**src/rtl/rand_stall_pkg.sv**
```systemverilog
// Shared types and defaults for the random-stall valid/ready buffer.
// The stall FSM encoding and stall-length clamping live here so tests and RTL agree.
package rand_stall_pkg;

  typedef enum logic {
    PASS  = 1'b0,
    STALL = 1'b1
  } state_t;

  localparam logic [7:0] OUT_THRESH_DEF = 8'd64;
  localparam logic [3:0] IN_THRESH_DEF  = 4'd4;
  localparam logic [3:0] MAX_STALL_DEF  = 4'd15;

  // A zero length field still produces a one-cycle stall.
  function automatic logic [3:0] clamp_len(input logic [3:0] raw,
                                           input logic [3:0] max_len);
    if (raw == 4'd0)
      return 4'd1;
    else if (raw > max_len)
      return max_len;
    else
      return raw;
  endfunction

endpackage

```
**src/rtl/rand_stall_fifo_if.sv**
```systemverilog
// Valid/ready payload channel; master drives valid/data, slave drives ready.
interface rand_stall_fifo_if #(
  parameter int DW = 64
);
  logic          valid;
  logic          ready;
  logic [DW-1:0] data;

  modport master (output valid, output data, input ready);
  modport slave  (input valid, input data, output ready);
endinterface

```
**src/rtl/rand_stall_buf.sv**
```systemverilog
// Plain DP x DW registered FIFO with extended pointers; head is the oldest entry.
// Storage is not reset; only the pointers are.
module rand_stall_buf
  import rand_stall_pkg::*;
#(
  parameter int DW = 64,
  parameter int DP = 4
) (
  input  logic          CLK,
  input  logic          RSTn,
  input  logic          push,
  input  logic          pop,
  input  logic [DW-1:0] din,
  output logic          full,
  output logic          empty,
  output logic [DW-1:0] head
);

  localparam int AW = $clog2(DP);

  logic [DW-1:0] mem [DP];
  logic [AW:0]   wr_ptr;
  logic [AW:0]   rd_ptr;

  assign empty = (wr_ptr == rd_ptr);
  assign full  = (wr_ptr[AW] != rd_ptr[AW]) &&
                 (wr_ptr[AW-1:0] == rd_ptr[AW-1:0]);
  assign head  = mem[rd_ptr[AW-1:0]];

  always_ff @(posedge CLK or negedge RSTn) begin
    if (!RSTn) begin
      wr_ptr <= '0;
      rd_ptr <= '0;
    end else begin
      if (push) wr_ptr <= wr_ptr + 1'b1;
      if (pop)  rd_ptr <= rd_ptr + 1'b1;
    end
  end

  always_ff @(posedge CLK) begin
    if (push) mem[wr_ptr[AW-1:0]] <= din;
  end

endmodule

```
**src/rtl/rand_stall_fifo.sv**
```systemverilog
// Valid/ready buffer that uses an external LFSR word to inject input back-pressure
// and output stall bursts; payload order and content are never disturbed.
module rand_stall_fifo
  import rand_stall_pkg::*;
#(
  parameter int         DW         = 64,
  parameter int         DP         = 4,
  parameter logic [7:0] OUT_THRESH = OUT_THRESH_DEF,
  parameter logic [3:0] IN_THRESH  = IN_THRESH_DEF,
  parameter logic [3:0] MAX_STALL  = MAX_STALL_DEF
) (
  input  logic              CLK,
  input  logic              RSTn,
  input  logic [15:0]       random,
  input  logic              enable,
  rand_stall_fifo_if.slave  in_if,
  rand_stall_fifo_if.master out_if,
  output logic [31:0]       stall_cycles
);

  function automatic logic [31:0] sat_inc(input logic [31:0] v);
    return (v == 32'hFFFF_FFFF) ? v : v + 32'd1;
  endfunction

  state_t        state, state_nxt;
  logic [3:0]    cnt, cnt_nxt;
  logic          hold, hold_nxt;
  logic          hit;
  logic          vld;
  logic          full, empty;
  logic          push, pop;
  logic [DW-1:0] head;

  assign in_if.ready  = RSTn & !full & !(enable & (random[15:12] < IN_THRESH));
  assign push         = in_if.valid & in_if.ready;
  assign out_if.valid = RSTn & vld;
  assign out_if.data  = head;
  assign pop          = out_if.valid & out_if.ready;

  rand_stall_buf #(
    .DW (DW),
    .DP (DP)
  ) u_buf (
    .CLK   (CLK),
    .RSTn  (RSTn),
    .push  (push),
    .pop   (pop),
    .din   (in_if.data),
    .full  (full),
    .empty (empty),
    .head  (head)
  );

  // A pending handshake (hold) blocks new stalls so valid never retracts.
  always_comb begin
    state_nxt = state;
    cnt_nxt   = cnt;
    hit       = 1'b0;
    vld       = 1'b0;
    case (state)
      PASS: begin
        hit = enable & !empty & !hold & (random[7:0] < OUT_THRESH);
        if (hit) begin
          state_nxt = STALL;
          cnt_nxt   = clamp_len(random[11:8], MAX_STALL);
        end else begin
          vld = !empty;
        end
      end
      STALL: begin
        cnt_nxt = cnt - 4'd1;
        if (!enable || cnt <= 4'd1) state_nxt = PASS;
      end
      default: state_nxt = PASS;
    endcase
  end

  always_comb begin
    hold_nxt = hold;
    if (pop)
      hold_nxt = 1'b0;
    else if (out_if.valid & !out_if.ready)
      hold_nxt = 1'b1;
  end

  always_ff @(posedge CLK or negedge RSTn) begin
    if (!RSTn) begin
      state        <= PASS;
      cnt          <= 4'd0;
      hold         <= 1'b0;
      stall_cycles <= 32'd0;
    end else begin
      state <= state_nxt;
      cnt   <= cnt_nxt;
      hold  <= hold_nxt;
      if (state == STALL) stall_cycles <= sat_inc(stall_cycles);
    end
  end

endmodule
```
**src/flat_wrapper.sv**
```systemverilog
// flat-port wrapper written by rule: the top's interface ports become plain ports
module rand_stall_fifo_flat import rand_stall_pkg::*;
#(
  parameter int         DW         = 64,
  parameter int         DP         = 4,
  parameter logic [7:0] OUT_THRESH = OUT_THRESH_DEF,
  parameter logic [3:0] IN_THRESH  = IN_THRESH_DEF,
  parameter logic [3:0] MAX_STALL  = MAX_STALL_DEF
)
  (CLK, RSTn, random, enable, stall_cycles, in_if_valid, in_if_data, in_if_ready, out_if_valid, out_if_data, out_if_ready);
  rand_stall_fifo_if #(.DW(DW)) in_if_i ();
  rand_stall_fifo_if #(.DW(DW)) out_if_i ();
  input  logic CLK;
  input  logic RSTn;
  input  logic [15:0] random;
  input  logic enable;
  output logic [31:0] stall_cycles;
  input wire logic [$bits(in_if_i.valid)-1:0] in_if_valid;
  input wire logic [$bits(in_if_i.data)-1:0] in_if_data;
  output wire logic [$bits(in_if_i.ready)-1:0] in_if_ready;
  output wire logic [$bits(out_if_i.valid)-1:0] out_if_valid;
  output wire logic [$bits(out_if_i.data)-1:0] out_if_data;
  input wire logic [$bits(out_if_i.ready)-1:0] out_if_ready;
  assign in_if_i.valid = in_if_valid;
  assign in_if_i.data = in_if_data;
  assign in_if_ready = in_if_i.ready;
  assign out_if_valid = out_if_i.valid;
  assign out_if_data = out_if_i.data;
  assign out_if_i.ready = out_if_ready;
  rand_stall_fifo #(.DW(DW), .DP(DP), .OUT_THRESH(OUT_THRESH), .IN_THRESH(IN_THRESH), .MAX_STALL(MAX_STALL)) u_core (.CLK(CLK), .RSTn(RSTn), .random(random), .enable(enable), .in_if(in_if_i), .out_if(out_if_i), .stall_cycles(stall_cycles));
endmodule
```
**config.mk**
```make
export PLATFORM = sky130hd
export DESIGN_NAME = rand_stall_fifo_flat
export DESIGN_NICKNAME = d
export VERILOG_FILES = /design/src/rtl/rand_stall_pkg.sv /design/src/rtl/rand_stall_fifo_if.sv /design/src/rtl/rand_stall_buf.sv /design/src/rtl/rand_stall_fifo.sv /design/src/flat_wrapper.sv
export SDC_FILE = /design/constraint.sdc
export NUM_CORES = 1
export LEC_CHECK = 0
export BUFFER_PORTS_ARGS = -buffer_cell sky130_fd_sc_hd__buf_2
export CAP_MARGIN = 20
export CELL_PAD_IN_SITES_DETAIL_PLACEMENT = 1
export CELL_PAD_IN_SITES_GLOBAL_PLACEMENT = 2
export CORE_MARGIN = 3
export CORE_UTILIZATION = 46
export CTS_CLUSTER_SIZE = 40
export DETAILED_ROUTE_END_ITERATION = 8
export PLACE_DENSITY_LB_ADDON = 0.1
export SETUP_SLACK_MARGIN = 0.15
export SYNTH_ARGS = -nofsm -noshare
export SYNTH_HDL_FRONTEND = slang
export SYNTH_SLANG_ARGS = --single-unit
```
**constraint.sdc**
```tcl
create_clock -name CLK -period 5.4 [get_ports CLK]
set_clock_uncertainty 0.2 [all_clocks]
set_input_delay 0.81 -clock CLK [delete_from_list [all_inputs] [get_ports CLK]]
set_output_delay 0.81 -clock CLK [all_outputs]
set_load 0.02 [all_outputs]
```
==> results.toml, run 1 <==
[run_status]
outcome = "complete, no violations"

[timing]
rsz0062_at_grt = "no"
worst_pin_slew_ns = 1.025
setup_ws_ns = 1.475
min_period_over_period_pct = 72.69
period_needed_ns = 3.925
maxClockFrequency_mhz = 254.8
maxSlewHeadroom_pct = 31.68
hold_viol = 0
setup_tns_ns = 0
setup_violations = 0
slew_violations = 0

[synthesis]
ys_top_cells_by_area = "edfxtp_1 (67%), mux4_2 (13%), dfrtp_1 (9.6%)"
synth_xor_area_share_pct = 2.362
ys.flop_type = "edfxtp_1"
yosysWarnings = 0
synth_seq_cells = 300
synthCells = 548
yosys.area_share.adder_pct = 0.8706
muxShareOfSynthArea_pct = 13.55
syn-mean-instance-area_um2 = 20.98
synthArstFlopShare_pct = 14.67
synth_cell_type_count = 48
synth_common_cells = "edfxtp_1 (256), mux4_2 (64), dfrtp_1 (44), xnor2_1 (20), nand2_1 (19)"
synthSimpleGateAreaFrac_pct = 4.919
netlist_area_mm2 = 0.01150
synth_fp_nets = 641
synth.most_common_cell = "edfxtp_1"
yosysSeqAreaShare_pct = 76.44
synth-compound-area-share_pct = 1.110
synth-edff-count = 256
synth_top_family_by_area = "multiplexers"
synth_area_leader_cell = "edfxtp_1"
synth_top_area_share_pct = 66.86

[placement]
gp_congestion = 0.7713
place_ws_ns = 1.796
portBuffers = 174
hpwlAfterDp_mm = 14.09
dpl-instance-area_mm2 = 0.01276

[clock_network]
htree_levels = 1
post_cts_buffers = 0
cts_buffer_depth = 3
insertion_delay_ns = 0.53
cts_tree = "built"
path_clk_slew_ns = 0.06
clkSinkCount = 300
cts-root-buf = "clkbuf_16"
cts_buffers = 30
cts_resized = 0
ctsHoldBuffers = 0

[setup_path]
critical_path_required_ns = 4.39
cp-start-kind = "flop"
crit_type = "reg -> out"
crit_path_end_kind = "output port"
r2r_cells = 3
crit_path_max_fanout = 35
worst_ep_arrival_time_ns = 2.92

[grt]
grt_pass1_vias = 6398
grt_max_degree = 67
grt-ovfl-total = 0
grt_use_total_pct = 17.14
antenna_found_initial = 4
grt_pass1_wl_mm = 35.38

[cells_and_area]
multiInputGateArea_mm2 = 0.002643
drive_above_1_share_pct = 41.25
fin_area_mm2 = 0.01377
n_fill_cell = 2229
syn_to_final_growth_pct = 19.80
ff_latch_area_mm2 = 0.008796
final_util_pct = 56.30
fin_nets = 835

[route]
wl_met2_mm = 11.71
viasPerCell = 5.320
wl_mm = 22.83
drtIter0Drc = 354
drc = 0
drt_first_pass_iters = 4
wirelength_met1_mm = 9.283
final_antenna_net_count = 0
drt-wirelength-per-cell_um = 20.93
met3_length_mm = 1.432
via_count = 5804
highest_layer = "met5"

[power]
peakVddDrop_mv = 0.2830
pwr-share-clk_pct = 29.3
powerDensity_mw_per_mm2 = 496.4
sequentialPowerShare_pct = 43.6
switching_share_pct = 29.90
internal_power_mw = 4.793
leakagePower_nw = 5.030
p_comb_share_pct = 27.1
p_switching_mw = 2.045
fin_total_pwr_mw = 6.837

[die]
coreArea_mm2 = 0.02446
initial_core_util_pct = 47.00
die_width_um = 164.1
num_io_pins = 183
dieArea_mm2 = 0.02693
fp.dieH_um = 164.1
rows = 57

[min_path]
hp-class = "in -> async"

[flow_run]
cap_violations = 0
layer usage:
layer | vias to the layer above | track usage (%)
met5 | - | 0
met4 | 6 | 3.883
met3 | 36 | 4.035
met2 | 148 | 29.73
met1 | 2986 | 22.14
li1 | 2628 | -
cells in the final DEF, fill, tap and decap left out, drive strengths merged, types with 3 or more instances in the layout:
cell type  count
a211oi         3
a21oi          4
and2           3
and3          12
buf          178
clkbuf        46
clkinv         7
dfrtp         44
edfxtp       256
ha             8
inv            5
mux2           5
mux2i          6
mux4          64
nand2         19
nand3         13
nand4          8
nor2          15
nor3           7
nor3b          3
nor4           4
o21ai          4
xnor2         20
xor2          11
registers in the layout (all words and copies together) (netlist names):
| signal | flops |
|---|---|
| u_core.stall_cycles | 32 |
| u_core.state | 1 |
| u_core.u_buf.wr_ptr | 3 |
| u_core.cnt | 4 |
| u_core.hold | 1 |
| u_core.u_buf.mem | 256 |
| u_core.u_buf.rd_ptr | 3 |
per-stage QoR:
| stage | std cells | hold slack [ns] |
|---|---|---|
| 2_1_floorplan | 548 | 0.2564 |
| 3_3_place_gp | 1033 | 0.2749 |
| 3_5_place_dp | 1033 | 0.2840 |
| 4_1_cts | 1089 | 0.2437 |
| 5_1_grt | 1091 | 0.2643 |
| 6_report | 1091 | 0.2314 |
power by group through the flow:
stage	registers (mW)	clock network, mW	logic (mW)
after floorplan	2.94	0	1.36
after global placement	3.01	0	1.86
after detailed placement	3.04	0	1.89
after CTS	2.99	2.06	1.90
after global routing	3.02	2.16	2.00
final	2.98	2.01	1.85
final cells by class:
class / count / area share (%)
Timing Repair Buffer: 178 / 6.686
Multi-Input combinational cell: 227 / 19.19
Clock inverter: 10 / 0.5451
Antenna cell: 1 / 0.01817
Sequential cell: 300 / 63.86
Inverter: 5 / 0.1363
Clock buffer: 46 / 6.622
Tap cell: 324 / 2.943
logic make-up after synthesis:
logic type | after synthesis
AOI/OAI and AO/OA | 18
xor gates and xnor gates | 31
adders and majority gates | 8
buffers and inverters | 21
DFF | 300
muxes | 75
and+or+nand+nor | 95
final timing paths:
path / from / to / slack, ns
hold / removal: RSTn / u_core.stall_cycles[15] / 0.23
hold reg to reg: u_core.stall_cycles[6] / u_core.stall_cycles[6] / 0.29
min in group CLK: in_if_data[60] / u_core.u_buf.mem[2][60] / 0.29
setup / recovery: u_core.u_buf.rd_ptr[0] / out_if_data[45] / 1.47
max in group asynchronous: RSTn / u_core.u_buf.rd_ptr[1] / 4.33
setup reg to reg: u_core.u_buf.rd_ptr[0] / u_core.u_buf.mem[2][13] / 1.89
worst max-delay path, stage by stage, from the launching register on:
cell and delay, ns:
dfrtp_4 0.85, buf_4 0.70, mux4_2 0.62, buf_2 0.18
(Power assumes the default switching activity.)
==> inputs of run 2 (changes only) <==
Settings changed: ABC_AREA set to 1, CORE_UTILIZATION 46 to 38.
Clock period 5.4 ns to 4.05 ns, I/O delays scaled along.
==> run 2 against run 1 <==
Clock power is 53% higher. Sequential share of layout area is 4.3 points lower. Die area is 28% higher. Register-to-register slack worse by 0.33 ns. Global-route usage is 1.0 points higher. Routed wire length is 39% higher. Worst setup slack worse by 0.69 ns. Area after synthesis is 7.0% higher. Critical path type unchanged. Critical endpoint is now out_if_data[0]. Highest routed layer unchanged.
==> results.toml, run 2 <==
[setup_path]
crit_type = "reg -> out"
critical_path.cell_chain = "clkinv_2 -> buf_12 -> o21ai_0 -> o22ai_1 -> buf_2"
crit_path_max_fanout = 62
critical_path.top_delay_family = "buffers and inverters"
regToRegEndpoint = "u_core.u_buf.mem[2][40]"
rrSetupSlack_ns = 1.56
critical_path_required_ns = 3.24
cp-start-kind = "flop"
cpPeakStageDelay_ns = 0.61
r2r-start = "u_core.u_buf.rd_ptr[0]"
worst_ep_arrival_time_ns = 2.46
timing.critical_path.buf_inv = 3
cp_slowest_cell = "dfrtp_4"
crit_path_end_kind = "output port"
r2r_cells = 5

[synthesis]
synth_common_cells = "edfxtp_1 (256), nand2_1 (191), nor2_1 (185), o21ai_0 (142), o22ai_1 (64)"
synthArstFlopShare_pct = 14.67
synth_seq_cells = 300
yosysWarnings = 0
synthCells = 1052
synth.most_common_cell = "edfxtp_1"
synth_fp_nets = 1145
ys_top_cells_by_area = "edfxtp_1 (63%), dfrtp_1 (9.0%), nand2_1 (5.8%)"
netlist_area_mm2 = 0.01230
ys.flop_type = "edfxtp_1"
yosysSeqAreaShare_pct = 71.45
synth-edff-count = 256
synth_top_area_share_pct = 62.50
syn-mean-instance-area_um2 = 11.69
synth_area_leader_cell = "edfxtp_1"
synth_cell_type_count = 31

[clock_network]
cts_buffers = 35
htree_levels = 2
path_clk_slew_ns = 0.06
insertion_delay_ns = 0.50
cts-root-buf = "clkbuf_16"
ctsHoldBuffers = 0
cts_tree = "built"
cts_buffer_depth = 3
clkSinkCount = 300
cts_resized = 0
post_cts_buffers = 0

[die]
rows = 65
fp.dieH_um = 185.9
initial_core_util_pct = 38.78
die_width_um = 185.9
num_io_pins = 183
dieArea_mm2 = 0.03456
coreArea_mm2 = 0.03172

[timing]
min_period_over_period_pct = 80.62
period_needed_ns = 3.265
rsz0062_at_grt = "no"
maxClockFrequency_mhz = 306.3
maxSlewHeadroom_pct = 51.66
worst_pin_slew_ns = 0.7252
slew_violations = 0
hold_viol = 0
setup_violations = 0

[cells_and_area]
syn_to_final_growth_pct = 20.00
final_common_cell = "edfxtp_1"
largest_reg_flops = 256
n_fill_cell = 3405
ff_latch_area_mm2 = 0.008793
fin_nets = 1319
drive_above_1_share_pct = 20.93
final_util_pct = 46.53
multiInputGateArea_mm2 = 0.003157
fin_area_mm2 = 0.01476
final_cell_mix = "edfxtp_1 (256), nand2_1 (191), nor2_1 (181)"

[route]
viasPerCell = 5.168
drtIter0Drc = 352
via_count = 8558
wl_mm = 31.68
drt_first_pass_iters = 4
drt-wirelength-per-cell_um = 19.13
drc = 0
final_antenna_net_count = 0

[flow_run]
cap_violations = 0

[grt]
grt_pass1_vias = 9030
grt_max_degree = 109
grt_use_total_pct = 18.19
grt_pass1_wl_mm = 48.84
grt-ovfl-total = 0
antenna_found_initial = 9

[power]
powerDensity_mw_per_mm2 = 690.8
leakagePower_nw = 5.532
fin_total_pwr_mw = 10.20
peakVddDrop_mv = 0.4348

[placement]
dpl-instance-area_mm2 = 0.01363
hpwlAfterDp_mm = 18.93
gp_congestion = 0.7171
portBuffers = 174

[run_status]
outcome = "complete, no violations"

[min_path]
hp-class = "in -> async"
## run 2: cell count changes in the layout (fill, tap and decap cells not counted), sizes merged, moves of 7 or more
| cell | delta |
|---|---|
| nand2 | +178 |
| xor2 | -7 |
| o22ai | +64 |
| and3 | -12 |
| nand3 | +10 |
| xnor2 | -12 |
| o21ai | +138 |
| mux4 | -64 |
| buf | +9 |
| nor2 | +175 |
| inv | +35 |
| clkinv | +11 |
| nand3b | +14 |
## run 2: how the worst max path moves through the flow
stage / from / end / slack [ns] / cells past startpoint
after global placement: u_core.u_buf.rd_ptr[0] / out_if_data[6] / 1.36 / 5
after global routing: u_core.u_buf.rd_ptr[0] / out_if_data[0] / 0.54 / 5
after detailed placement: u_core.u_buf.rd_ptr[0] / out_if_data[29] / 1.28 / 5
after floorplan: random[14] / u_core.u_buf.mem[0][0] / -0.34 / 4
after CTS: u_core.u_buf.rd_ptr[0] / out_if_data[0] / 0.70 / 5
final: u_core.u_buf.rd_ptr[0] / out_if_data[0] / 0.79 / 5
## run 2: worst reg2reg max path, cell delays in order, from the launching register on
cell,delay (ns)
dfrtp_4,0.61
xnor2_1,0.19
nand3b_1,0.14
nand3_2,0.28
nor2_4,0.19
buf_4,0.49
## run 2: metrics by stage
step / hold slack [ns] / std cells / worst slack, ns / TNS, ns
2_1_floorplan: 0.1119 / 1052 / -0.3352 / -64.36
4_1_cts: 0.06988 / 1654 / 0.7011 / 0
3_3_place_gp: 0.2695 / 1591 / 1.356 / 0
3_5_place_dp: 0.2769 / 1591 / 1.278 / 0
5_1_grt: 0.06254 / 1656 / 0.5442 / 0
6_report: 0.03026 / 1656 / 0.7850 / 0
## run 2: where the power goes
part           switching [mW]  total [mW]  leakage (nW)  internal [mW]
Clock                    1.24        3.07         0.552           1.82
Sequential              0.173        3.89          2.91           3.71
Combinational            2.31        3.24          2.07          0.936
## run 2: cell type report
| class | instances | area share, % |
|---|---|---|
| Tap cell | 402 | 3.408 |
| Antenna cell | 2 | 0.03391 |
| Inverter | 39 | 1.017 |
| Sequential cell | 300 | 59.58 |
| Clock inverter | 23 | 1.382 |
| Clock buffer | 40 | 6.205 |
| Multi-Input combinational cell | 663 | 21.39 |
| Timing Repair Buffer | 187 | 6.985 |
## run 2: kinds of logic (layout without fill, tap and decap cells)
| family | Yosys count | after routing | share of synthesized area, % |
|---|---|---|---|
| AOI/OAI and AO/OA | 214 | 214 | 9.461 |
| and+or+nand+nor | 429 | 429 | 14.23 |
| other | 0 | 2 | 0 |
| buffers and inverters | 89 | 289 | 3.123 |
| DFF | 300 | 300 | 71.45 |
| adders and majority gates | 8 | 8 | 0.8139 |
| xor gates and xnor gates | 12 | 12 | 0.9157 |
## run 2: routing by layer
layer  share of wire [%]  global-route usage [%]
met1                  41                   21.11
met2                  51                   33.32
met3                 5.4                   4.827
met4                 2.4                   4.826
met5                0.28                       0
